### config.mk
export PLATFORM = sky130hd
export DESIGN_NAME = pipeline_ctrl
export DESIGN_NICKNAME = d
export VERILOG_FILES = /design/src/rtl/pipe_ctrl_pkg.sv /design/src/rtl/pipeline_ctrl_hazard_detect.sv /design/src/rtl/pipeline_ctrl.sv
export SDC_FILE = /design/constraint.sdc
export NUM_CORES = 1
export LEC_CHECK = 0
export CAP_MARGIN = 15
export CORE_MARGIN = 1
export CORE_UTILIZATION = 52
export CTS_CLUSTER_DIAMETER = 40
export CTS_CLUSTER_SIZE = 14
export DETAILED_ROUTE_END_ITERATION = 8
export PLACE_DENSITY = 0.85
export SYNTH_ARGS = -nofsm -noshare
export SYNTH_HDL_FRONTEND = slang
export SYNTH_HIERARCHICAL = 1
export SYNTH_SLANG_ARGS = --single-unit
export TNS_END_PERCENT = 30
### constraint.sdc
create_clock -name Clk -period 6.1 [get_ports Clk]
set_clock_uncertainty 0.05 [all_clocks]
set_input_delay 1.22 -clock Clk [delete_from_list [all_inputs] [get_ports Clk]]
set_output_delay 1.22 -clock Clk [all_outputs]
set_load 0.05 [all_outputs]
### src/rtl/pipe_ctrl_pkg.sv
// Shared definitions for the pipeline stall/flush sequencer.
// Holds the FSM encoding and register-number constants.
package pipe_ctrl_pkg;

  localparam int REG_W = 5;
  localparam logic [REG_W-1:0] REG_ZERO = 5'd0;

  typedef enum logic {
    ST_RUN     = 1'b0,
    ST_MD_BUSY = 1'b1
  } state_t;

endpackage

### src/rtl/pipeline_ctrl_hazard_detect.sv
// Load-use comparator: flags an ID instruction that reads the destination
// of a load currently in EX.
module hazard_detect
  import pipe_ctrl_pkg::*;
(
  input  logic [REG_W-1:0] id_rs1,
  input  logic [REG_W-1:0] id_rs2,
  input  logic             id_rs1_used,
  input  logic             id_rs2_used,
  input  logic             ex_valid,
  input  logic [REG_W-1:0] ex_rd,
  input  logic             ex_mem_read,
  output logic             load_use
);

  logic rs1_hit;
  logic rs2_hit;

  assign rs1_hit = id_rs1_used && (id_rs1 == ex_rd);
  assign rs2_hit = id_rs2_used && (id_rs2 == ex_rd);

  // x0 never carries a real value, so a load targeting it cannot cause a hazard
  assign load_use = ex_valid && ex_mem_read && (ex_rd != REG_ZERO) && (rs1_hit || rs2_hit);

endmodule

### src/rtl/pipeline_ctrl.sv
// Central stall/flush sequencer for the five-stage pipeline, with the
// multi-cycle EX FSM and free-running stall/flush performance counters.
module pipeline_ctrl
  import pipe_ctrl_pkg::*;
#(
  parameter int MD_LATENCY = 4,
  parameter int CNT_W      = 32
) (
  input  logic             Clk,
  input  logic             Rst_n,
  input  logic [REG_W-1:0] id_rs1,
  input  logic [REG_W-1:0] id_rs2,
  input  logic             id_rs1_used,
  input  logic             id_rs2_used,
  input  logic             ex_valid,
  input  logic [REG_W-1:0] ex_rd,
  input  logic             ex_mem_read,
  input  logic             ex_md_start,
  input  logic             ex_redirect,
  input  logic             mem_req,
  input  logic             mem_ready,
  output logic             pc_we,
  output logic             if_id_we,
  output logic             if_id_flush,
  output logic             id_ex_we,
  output logic             id_ex_flush,
  output logic             ex_mem_we,
  output logic             ex_mem_flush,
  output logic             mem_wb_we,
  output logic             mem_wb_flush,
  output logic             state,
  output logic [CNT_W-1:0] stall_cnt,
  output logic [CNT_W-1:0] flush_cnt
);

  localparam bit         MD_MULTI = (MD_LATENCY > 1);
  localparam logic [3:0] MD_LOAD  = MD_MULTI ? 4'(MD_LATENCY - 2) : 4'd0;

  state_t     state_q;
  logic [3:0] md_cnt;
  logic       load_use;
  logic       mem_stall;
  logic       md_stall;
  logic       md_enter;
  logic       redirect_act;

  hazard_detect u_hazard (
    .id_rs1      (id_rs1),
    .id_rs2      (id_rs2),
    .id_rs1_used (id_rs1_used),
    .id_rs2_used (id_rs2_used),
    .ex_valid    (ex_valid),
    .ex_rd       (ex_rd),
    .ex_mem_read (ex_mem_read),
    .load_use    (load_use)
  );

  assign mem_stall    = mem_req && !mem_ready;
  assign md_enter     = (state_q == ST_RUN) && ex_md_start && MD_MULTI;
  assign md_stall     = md_enter || ((state_q == ST_MD_BUSY) && (md_cnt != 4'd0));
  assign redirect_act = Rst_n && !mem_stall && !md_stall && ex_redirect;
  assign state        = state_q;

  // Priority decode; every control is held low while reset is asserted
  always_comb begin
    pc_we        = 1'b0;
    if_id_we     = 1'b0;
    if_id_flush  = 1'b0;
    id_ex_we     = 1'b0;
    id_ex_flush  = 1'b0;
    ex_mem_we    = 1'b0;
    ex_mem_flush = 1'b0;
    mem_wb_we    = 1'b0;
    mem_wb_flush = 1'b0;
    if (Rst_n) begin
      pc_we     = 1'b1;
      if_id_we  = 1'b1;
      id_ex_we  = 1'b1;
      ex_mem_we = 1'b1;
      mem_wb_we = 1'b1;
      if (mem_stall) begin
        pc_we        = 1'b0;
        if_id_we     = 1'b0;
        id_ex_we     = 1'b0;
        ex_mem_we    = 1'b0;
        mem_wb_flush = 1'b1;
      end else if (md_stall) begin
        pc_we        = 1'b0;
        if_id_we     = 1'b0;
        id_ex_we     = 1'b0;
        ex_mem_flush = 1'b1;
      end else if (ex_redirect) begin
        if_id_flush = 1'b1;
        id_ex_flush = 1'b1;
      end else if (load_use) begin
        pc_we       = 1'b0;
        if_id_we    = 1'b0;
        id_ex_flush = 1'b1;
      end
    end
  end

  // Entry happens even under a memory stall since the unit has already started
  always_ff @(posedge Clk or negedge Rst_n) begin
    if (!Rst_n) begin
      state_q <= ST_RUN;
      md_cnt  <= 4'd0;
    end else begin
      case (state_q)
        ST_RUN: begin
          if (md_enter) begin
            state_q <= ST_MD_BUSY;
            md_cnt  <= MD_LOAD;
          end
        end
        ST_MD_BUSY: begin
          if (md_cnt != 4'd0) begin
            md_cnt <= md_cnt - 4'd1;
          end else if (!mem_stall) begin
            state_q <= ST_RUN;
          end
        end
        default: state_q <= ST_RUN;
      endcase
    end
  end

  always_ff @(posedge Clk or negedge Rst_n) begin
    if (!Rst_n) begin
      stall_cnt <= '0;
      flush_cnt <= '0;
    end else begin
      if (!pc_we) begin
        stall_cnt <= stall_cnt + 1'b1;
      end
      if (redirect_act) begin
        flush_cnt <= flush_cnt + 1'b1;
      end
    end
  end

endmodule
-- Word level (Yosys, flattened, before mapping)
Index checks and enable logic that the tools add are counted.
Widths: inputs -> output; s select.
- logic and storage cells: 62
- output and inout port bits: 74
- flip-flop bits (word level): 69
- reduce and logical (&&, ||, !) cells: 19
- bitwise gates (word level): 1
- add/sub/neg operators: 3
- muxes and demuxes: 31
- eq/ne operators: 4
- operators with widths (kind ; count):
    $add 32x1->32 const B ; 2
    $mux 1 ; 27
    $logic_and 1x1->1 ; 11
    $eq 5x5->1 ; 2
    $mux 4 ; 2
    $pmux 4 s2 ; 1
    $reduce_bool 5->1 ; 1
    $reduce_bool 4->1 ; 1
    $sub 4x1->4 const B ; 1
    $logic_not 1->1 ; 3
    $logic_or 1x1->1 ; 2
    $ne 2x1->1 const B ; 1
    $ne 2x2->1 const B ; 1
    $pmux 1 s2 ; 1
    $reduce_and 2->1 ; 1
    $not 1->1 ; 1

-- Longest topological paths before layout
- depth after elaboration: 9
- depth in mapped cells: 10

-- Hierarchy
Netlist, hierarchy kept.
- modules (own cells, without submodules) (module ; instances ; cells each ; area each (sq um)):
    pipeline_ctrl ; 1 ; 334 ; 3502.1
    hazard_detect ; 1 ; 17 ; 135.1

-- Worst setup path after synthesis
Ideal clock, no wire load.
- path kind: input to output
- start: in ex_md_start
- end: out id_ex_flush
- slack: 1.406 ns
- stages on the path: 3
- arrival: 3.424 ns
- required time: 4.830 ns
- cell sequence: or2_2 -> a211oi_1 -> o21a_1
- word-level cells in the longest chain between the ends: 5
- ends and longest elaborated chain (what ; RTL line ; RTL):
    start, declared ; pipeline_ctrl.sv:18 ; input logic ex_md_start,
    $logic_and 1x1->1 ; pipeline_ctrl.sv:59 ; assign md_enter = (state_q == ST_RUN) && ex_md_start && MD_MULTI;
    $logic_or 1x1->1 ; pipeline_ctrl.sv:60 ; assign md_stall = md_enter || ((state_q == ST_MD_BUSY) && (md_cnt != 4'd0));
    $mux 1 ; pipeline_ctrl.sv:87 ; end else if (md_stall) begin
    $mux 1 ; pipeline_ctrl.sv:81 ; if (mem_stall) begin
    $mux 1 ; pipeline_ctrl.sv:75 ; if (Rst_n) begin
    end, declared ; pipeline_ctrl.sv:26 ; output logic id_ex_flush,
No other way between the ends.

-- Worst setup path after layout
- start: in ex_rd[2]
- end: out pc_we
- word-level cells in the longest chain between the ends: 9
- elaborated cells on any way between the ends: 13
- those cells by class: eq/ne (2); mux (5); reduce/logical (6)
- ends and longest elaborated chain (what ; RTL line ; RTL):
    start, declared ; pipeline_ctrl.sv:16 ; input logic [REG_W-1:0] ex_rd,
    $eq 5x5->1 (on tied branches) ; pipeline_ctrl_hazard_detect.sv:19, pipeline_ctrl_hazard_detect.sv:20 ;
    $logic_and 1x1->1 (on tied branches) ; pipeline_ctrl_hazard_detect.sv:19, pipeline_ctrl_hazard_detect.sv:20 ;
    $logic_or 1x1->1 ; pipeline_ctrl_hazard_detect.sv:23 ; assign load_use = ex_valid && ex_mem_read && (ex_rd != REG_ZERO) && (rs1_hit || rs2_hit);
    $logic_and 1x1->1 (*) ; pipeline_ctrl_hazard_detect.sv:23 ;
    named net load_use ; pipeline_ctrl.sv:41 ; logic load_use;
    $mux 1 (*) ; pipeline_ctrl.sv:95 ; end else if (load_use) begin
    $mux 1 (*) ; pipeline_ctrl.sv:92 ; end else if (ex_redirect) begin
    $mux 1 (*) ; pipeline_ctrl.sv:87 ;
    $mux 1 (*) ; pipeline_ctrl.sv:81 ;
    $mux 1 (*) ; pipeline_ctrl.sv:75 ;
    end, declared ; pipeline_ctrl.sv:22 ; output logic pc_we,
Mark *: on every way through the listed nets, which the timed path passes. The rest lies on a longest branch.

==> qor.yml <==
sta:
  post-route-min-period_ns: 5.195
  fin_crit_sh_pct: 85.16
  final_max_slew_viol_count: 0
  hold_violations: 0
  setup_viol: 0
  timing.fmax_ghz: 0.1925
  slew-limit-headroom_pct: 36.45
  rsz0062_at_grt: "false"
  tns_ns: 0
  tightest_slew_ns: 0.9491
routing:
  wl_per_cell_um: 16.66
  drcViolationCount: 0
  num_vias: 3126
  routed_wl_um: 8894
  dr.pass1.iters: 4
  ant_nets: 0
  drt_iter0_drc: 175
  via_per_inst: 5.854
synth:
  synth_area_leaders: "dfrtp_1, xor2_1, xnor2_1"
  synth_edf_count: 0
  syn_area_mm2: 0.003637
  ys_seq_area_share_pct: 47.47
  yosys.area.top_type: "dfrtp_1"
  ys_types: 43
  yosys.area_share.simple_pct: 27.35
  synth-compound-area-share_pct: 2.821
  synth_seq_cells: 69
  synth_mux_area_share_pct: 0.3096
  ys_warn_count: 6
  ys.flop_type: "dfrtp_1"
  synth_top_family_by_area: "simple AND/OR/NAND/NOR gates"
  syn_area_per_cell_um2: 10.36
  yosysTopAreaCellShare_pct: 47.47
  synth_cells: 351
  async_flop_share_pct: 100.0
  synth_nets: 380
  synthAdderAreaFrac_pct: 1.376
  synth_xor_area_share_pct: 17.58
clocking:
  post_cts.repair.setup_buffers: 0
  cts_tree: "yes"
  cts_sinks: 69
  cts_hold_buf: 0
  clk_path_buf_depth: 2
  htreeDepth: 3
  cts_resized: 0
  clk_pin_slew_ns: 0.07
  cts_buffers: 9
  clkLatencyLatePin_ns: 0.35
  root_buffer: "clkbuf_8"
critical_path:
  critPathMaxFanout: 12
  critPathKind: "input pin to output port"
  cp.buffers_inverters: 3
  worst-endpoint-arrival_ns: 3.92
  rr_worst_depth: 8
  critPathRequiredTime_ns: 4.83
  cp.depth: 8
  cpMostUsedCell: "clkdlybuf4s50_1"
  cp-end-kind: "output port"
  cp-start-kind: "input pin"
  slowest_delay_ns: 0.83
  slowest_stage: "clkdlybuf4s50_1"
  cp_top_family: "buffers and inverters"
  cp_cell_sequence: "clkdlybuf4s50_1 > or4_1 > o211ai_2 > a21oi_1 > nand2b_1 > o2111ai_2 > inv_2 > clkdlybuf4s50_1"
pwr:
  ir_worst_vdd_mv: 0.2381
  leakage_nw: 2.051
  p_total_mw: 1.543
  p_per_area_mw_per_mm2: 317.1
place:
  hpwlAfterDp_um: 6402
  io_buffers: 98
  gp_congestion: 0.8292
floorplanning:
  die_w_um: 85.64
  initial_utilization_pct: 53.83
  dieArea_mm2: 0.007333
  pin_count: 99
  row_count: 30
  die_h_um: 85.64
  fp.coreArea_mm2: 0.006756
hold_path:
  holdPathStages: 1
  hold_class: "flip-flop to flip-flop"
finish:
  area_delta_synth_final_pct: 33.78
  final_util_pct: 72.02
  layout_common_cells: "clkdlybuf4s50_1, dfrtp_1, xor2_1"
  diodes: 0
  layout.nets: 478
  final_common_cell: "clkdlybuf4s50_1"
  drive_gt1_share_pct: 7.048
global_routing:
  grt_pass1_wl_um: 15010
  antenna_found_initial: 0
  grt_max_degree: 59
  grt_usage_pct: 25.96
  grt_pass1_vias: 3112
  gr-total-overflow: 0
job:
  drv_cap: 0
outcome:
  status: "completed"
-- layout make-up --
class                           count  area, um^2
Fill cell                         486        1891
Sequential cell                    69        1727
Timing Repair Buffer              101       998.5
Clock buffer                       11       141.4
Clock inverter                      5       60.06
Inverter                           11       41.29
Tap cell                           80       100.1
Multi-Input combinational cell    257        1798
-- path summary, 6_finish.rpt --
check	start	endpoint	slack [ns]
max	ex_rd[2]	pc_we	0.91
min	flush_cnt[31]	flush_cnt[31]	0.42
max reg2reg	md_cnt[0]	stall_cnt[29]	3.61
min reg2reg	flush_cnt[31]	flush_cnt[31]	0.42
max in group asynchronous	Rst_n	flush_cnt[21]	4.24
min in group asynchronous	Rst_n	flush_cnt[4]	0.74
-- report_power, final --
part           internal (mW)  total [mW]  switching, mW
Clock                  0.201       0.379          0.178
Combinational          0.201       0.562          0.361
Sequential             0.519       0.603         0.0837
Total                  0.921        1.54          0.622
-- state kept, by name, summed over array words and instances, names as in the netlist --
| signal | flops |
|---|---|
| stall_cnt | 32 |
| md_cnt | 4 |
| state | 1 |
| flush_cnt | 32 |
-- worst register-to-register path: stages (launching register included) --
cell and delay, ns:
dfrtp_1 0.40, inv_1 0.07, ha_1 0.24, and4bb_4 0.24, o2111ai_2 0.51, inv_2 0.10, buf_4 0.24, nor4_1 0.37
xor2_1 0.21
-- per-layer routing --
metal | track usage, % | share of wire [%]
met1 | 35.43 | 43
met2 | 42.04 | 51
met3 | 3.946 | 4.5
met4 | 10.15 | 1.4
met5 | 0 | 0
-- logic make-up (layout without fill, tap and decap cells) --
| family | count (synthesis) | in the layout |
|---|---|---|
| AND/OR/NAND/NOR | 165 | 165 |
| XOR/XNOR | 73 | 73 |
| flip-flops | 69 | 69 |
| buffers and inverters | 25 | 128 |
| AO/OA/AOI/OAI | 14 | 14 |
| adder cells (fa/ha/maj) | 4 | 4 |
| multiplexers | 1 | 1 |
-- stage by stage --
stage,cells,worst slack (ns),hold WS [ns],cell area [um^2]
floorplan,351,1.406,0.4271,3637
global placement,518,0.9412,0.4137,4664
detailed placement,518,0.8982,0.4120,4664
CTS,534,0.8905,0.4275,4866
global route,534,0.7437,0.4580,4866
finish,534,0.9055,0.4237,4866
-- cell usage after synthesis, drive strengths merged (9+ instances only) --
master  count
nand2      20
nor2       12
and4       11
buf         9
inv        11
nor4       25
dfrtp      69
nand3      27
nand4      21
xor2       53
nor3       17
xnor2      20
and3        9
(Power assumes the default switching activity.)
